## config.mk

```make
export PLATFORM = sky130hd
export DESIGN_NAME = result_to_digits
export DESIGN_NICKNAME = d
export VERILOG_FILES = /design/src/rtl/result_to_digits.sv
export SDC_FILE = /design/constraint.sdc
export NUM_CORES = 1
export LEC_CHECK = 0
export ABC_AREA = 1
export CORE_MARGIN = 2
export CORE_UTILIZATION = 58
export DETAILED_ROUTE_END_ITERATION = 7
export GPL_TIMING_DRIVEN = 0
export PLACE_DENSITY = 0.81
export SLEW_MARGIN = 30
export SYNTH_ARGS = -nofsm -noshare
export SYNTH_HDL_FRONTEND = slang
export SYNTH_SLANG_ARGS = --single-unit
```

## constraint.sdc

```tcl
create_clock -name clk -period 2.1 [get_ports clk]
set_input_delay 0.21 -clock clk [delete_from_list [all_inputs] [get_ports clk]]
set_output_delay 0.21 -clock clk [all_outputs]
set_load 0.005 [all_outputs]
```

## src/rtl/result_to_digits.sv

```systemverilog
// result_to_digits: converts a signed 16-bit result to BCD via double-dabble and
// streams the digits most significant first with leading zeros suppressed.
module result_to_digits (
    input  logic        clk,
    input  logic        RST,
    input  logic        start,
    input  logic [15:0] value,
    output logic        busy,
    output logic        negative,
    output logic [3:0]  digit_out,
    output logic        digit_valid,
    input  logic        digit_ready,
    output logic        digit_last
);
    typedef enum logic [1:0] {IDLE, CONVERT, EMIT} state_t;

    state_t      state_q;
    logic        negative_q;
    logic [15:0] mag_q, mag_d;
    logic [19:0] bcd_q, bcd_d, adj;
    logic [19:0] shifted;
    logic [3:0]  cnt_q;
    logic [2:0]  ptr_q, lead;

    always_comb begin
        adj = bcd_q;
        for (int i = 0; i < 5; i++)
            if (bcd_q[4*i +: 4] >= 4'd5) adj[4*i +: 4] = bcd_q[4*i +: 4] + 4'd3;
        bcd_d = {adj[18:0], mag_q[15]};
        mag_d = {mag_q[14:0], 1'b0};
        // Pointer for EMIT comes from the post-iteration value so it is ready on entry.
        lead = 3'd0;
        for (int i = 0; i < 5; i++)
            if (bcd_d[4*i +: 4] != 4'd0) lead = 3'(i);
    end

    always_ff @(posedge clk) begin
        if (RST) begin
            state_q    <= IDLE;
            negative_q <= 1'b0;
            mag_q      <= '0;
            bcd_q      <= '0;
            cnt_q      <= '0;
            ptr_q      <= '0;
        end else begin
            case (state_q)
                IDLE: if (start) begin
                    negative_q <= value[15];
                    mag_q      <= value[15] ? (~value + 16'd1) : value;
                    bcd_q      <= '0;
                    cnt_q      <= '0;
                    state_q    <= CONVERT;
                end
                CONVERT: begin
                    bcd_q <= bcd_d;
                    mag_q <= mag_d;
                    cnt_q <= cnt_q + 4'd1;
                    if (cnt_q == 4'd15) begin
                        ptr_q   <= lead;
                        state_q <= EMIT;
                    end
                end
                EMIT: if (digit_ready) begin
                    if (ptr_q == 3'd0) state_q <= IDLE;
                    else ptr_q <= ptr_q - 3'd1;
                end
                default: state_q <= IDLE;
            endcase
        end
    end

    assign shifted     = bcd_q >> {ptr_q, 2'b00};
    assign busy        = state_q != IDLE;
    assign negative    = negative_q;
    assign digit_valid = state_q == EMIT;
    assign digit_out   = digit_valid ? shifted[3:0] : 4'd0;
    assign digit_last  = digit_valid && ptr_q == 3'd0;
endmodule

```

==> impl_metrics.toml <==
[timing]
worst_pin_slew_ps = 742
drv_slew = 0
rsz0062_at_grt = "false"
finalCritPeriodShare = 0.930
finalHoldViolCount = 0
slew_headroom = 0.505
setup_viol = 0
whs_ps = 280
finalClockSkew_ps = 6.06
clock.fmax_mhz = 512
setup_tns_ps = 0
period_needed_ps = 1950

[global_routing]
overflow = 0
grt_usage = 0.252
grt_pass1_wl_um = 12500
first_global_vias = 2862
grt_start_max_net_pins = 15
antenna_found_initial = 0

[min_path]
hp-start = "RST"
hp-class = "in -> reg"

[die]
die_y_um = 77.1
start_util = 0.603
die_x_um = 77.1
ios = 28
die_area_um2 = 5950
rows = 26
core-area_um2 = 5140

[power_and_ir_drop]
p_clk_frac = 0.210
p_sw_uw = 1240
power.leakage_uw = 0.00160
irDropWorstVdd_mv = 0.783
p_int_uw = 1930
p_seq_frac = 0.349
power_density_nw_per_um2 = 868
p_sw_frac = 0.390
combPwrFrac = 0.442

[placed_design]
portBuffers = 26
place_inst = 565
globalplace.congestion = 0.921
hpwl_um = 5440

[worst_setup_path]
slowest_delay_ps = 530
worstReg2RegStart = "bcd_q[12]"
crit_type = "reg -> out"
start_kind = "flop"
cp.required_ps = 1890
cp.arrival_ps = 1740
cp_num_buf_inv = 4
path_cells = "buf_6, inv_4, ha_1, inv_1, nor3_1, clkdlybuf4s50_1"
endpoint_kind = "output pin"
cp_top_family = "buffers and inverters"
crit_fanout = 8
crit_path_start = "ptr_q[1]"
slowest_stage = "clkdlybuf4s50_1"

[drt]
post_drt_wl_per_cell_um = 12.6
wirelength_um = 7280
drtIter0Drc = 159
via_count = 3125
firstDrtPassIters = 5
final_antenna_net_count = 0
drc = 0
via_per_inst = 5.41

[logic_synthesis]
yosysUniqueCellTypes = 41
ys_top_cells_by_area = "dfxtp_1 30%, nand2_1 13%, a21oi_1 7.9%"
post_synth.cell_area_avg_um2 = 6.61
synth_ff_type = "dfxtp_1"
synth.ff_latch_count = 46
ys_warn_count = 0
syn_inst = 469
netlist.top_cell.by_area = "dfxtp_1"
synth_seq_area_share = 0.297
synth_edf_count = 0
synthesis.area_um2 = 3100
async_flop_share = 0
synth_top_area_share = 0.297
synthesis.nets = 503

[run]
maxCapViolCount = 0

[layout]
drive_gt1_frac = 0.152
fin_util = 0.709
instances_no_fill = 578
diodes = 0
area_delta_synth_final_pct = 17.5
layout_common_cells = "110 x nand2_1, 53 x inv_1, 47 x a21oi_1"
nets = 541
final_common_cell = "nand2_1"

[clock_tree]
h-tree-depth = 2
clk_pin_slew_ps = 90
cts_inserted_buffers = 5
ctsHoldBuffers = 0
cts_tree = "yes"
clockRootBuffer = "clkbuf_8"
clk-insertion-delay-late_ps = 300
cts_buffer_depth = 2
clock-sinks = 46

[outcome]
status = "complete, no violations"
[synthesized netlist by cell type, types with 2 or more instances]
| cell | n |
|---|---|
| a211oi_1 | 2 |
| a21oi_1 | 49 |
| a21oi_2 | 11 |
| a22oi_1 | 10 |
| a31oi_1 | 4 |
| buf_2 | 6 |
| clkbuf_1 | 7 |
| dfxtp_1 | 46 |
| ha_1 | 14 |
| inv_1 | 55 |
| inv_2 | 3 |
| inv_4 | 2 |
| nand2_1 | 110 |
| nand2_2 | 10 |
| nand2_4 | 2 |
| nand3_1 | 35 |
| nand3_2 | 3 |
| nand4_1 | 6 |
| nor2_1 | 29 |
| nor2_2 | 3 |
| nor3_1 | 4 |
| nor4_1 | 3 |
| o211ai_1 | 2 |
| o21ai_0 | 29 |
| o21ai_1 | 3 |
| o21bai_1 | 2 |
| or2_2 | 4 |
| xor2_1 | 2 |
[power by group through the flow]
stage,sequential [µW],combinational [µW],clock (µW)
finish,1100,1400,663
global route,1120,1550,694
CTS,1090,1310,671
detailed placement,1110,1270,0
global placement,1100,1250,0
floorplan,1090,923,0
[state kept, by name (all words and copies together) (netlist names)]
name	flops
ptr_q	3
mag_q	16
bcd_q	20
cnt_q	4
state_q	2
negative	1
[cell families (layout without fill, tap and decap cells)]
family | count (synthesis) | count (layout) | synth area share
adders and majority gates | 14 | 14 | 0.0565
AOI/OAI and AO/OA | 115 | 115 | 0.217
DFF | 46 | 46 | 0.297
buffers and inverters | 79 | 118 | 0.109
xor gates and xnor gates | 2 | 2 | 0.00565
and+or+nand+nor | 213 | 213 | 0.315
[timing repair]
action | CTS | global route
pin swaps | 2 | 4
setup buffers | 0 | 5
setup endpoints to repair | 5 | 5
resized for setup | 11 | 20
[metrics by stage]
stage | total power, µW | cell area [µm²] | setup slack (ps)
floorplan | 2010 | 3100 | 562
CTS | 3080 | 3580 | 0.509
global route | 3360 | 3640 | 45.3
global placement | 2350 | 3450 | 158
detailed placement | 2380 | 3450 | 137
finish | 3160 | 3640 | 147
[path summary, 6_finish.rpt]
path,end,slack [ps],cells past startpoint
max reg2reg,ptr_q[1],290,11
min,mag_q[6],280,2
max,digit_last,150,6
min reg2reg,bcd_q[19],470,2
[area by class of cell]
type	count	area [µm²]
well taps	70	87.6
flip-flops and latches	46	931
plain buffers	18	125
clock inverters	2	37.5
multi-input cells	344	1850
inverters	61	236
fillers	470	1500
repair buffers	31	304
clock buffers	6	72.6
[worst reg2reg max path: cells and delay by family (launching register included)]
kind	cells	cell delay, ps
AO/OA/AOI/OAI	1	60
adder cells (fa/ha/maj)	1	220
buffers and inverters	2	150
XOR/XNOR	1	220
AND/OR/NAND/NOR	6	600
flip-flops	1	430
[per-layer routing]
metal	routed length (µm)	GRT usage
met2	3220	0.406
met1	3600	0.351
met3	344	0.0353
met5	0	0
met4	116	0.0696
Power figures use the tool's default switching activity.
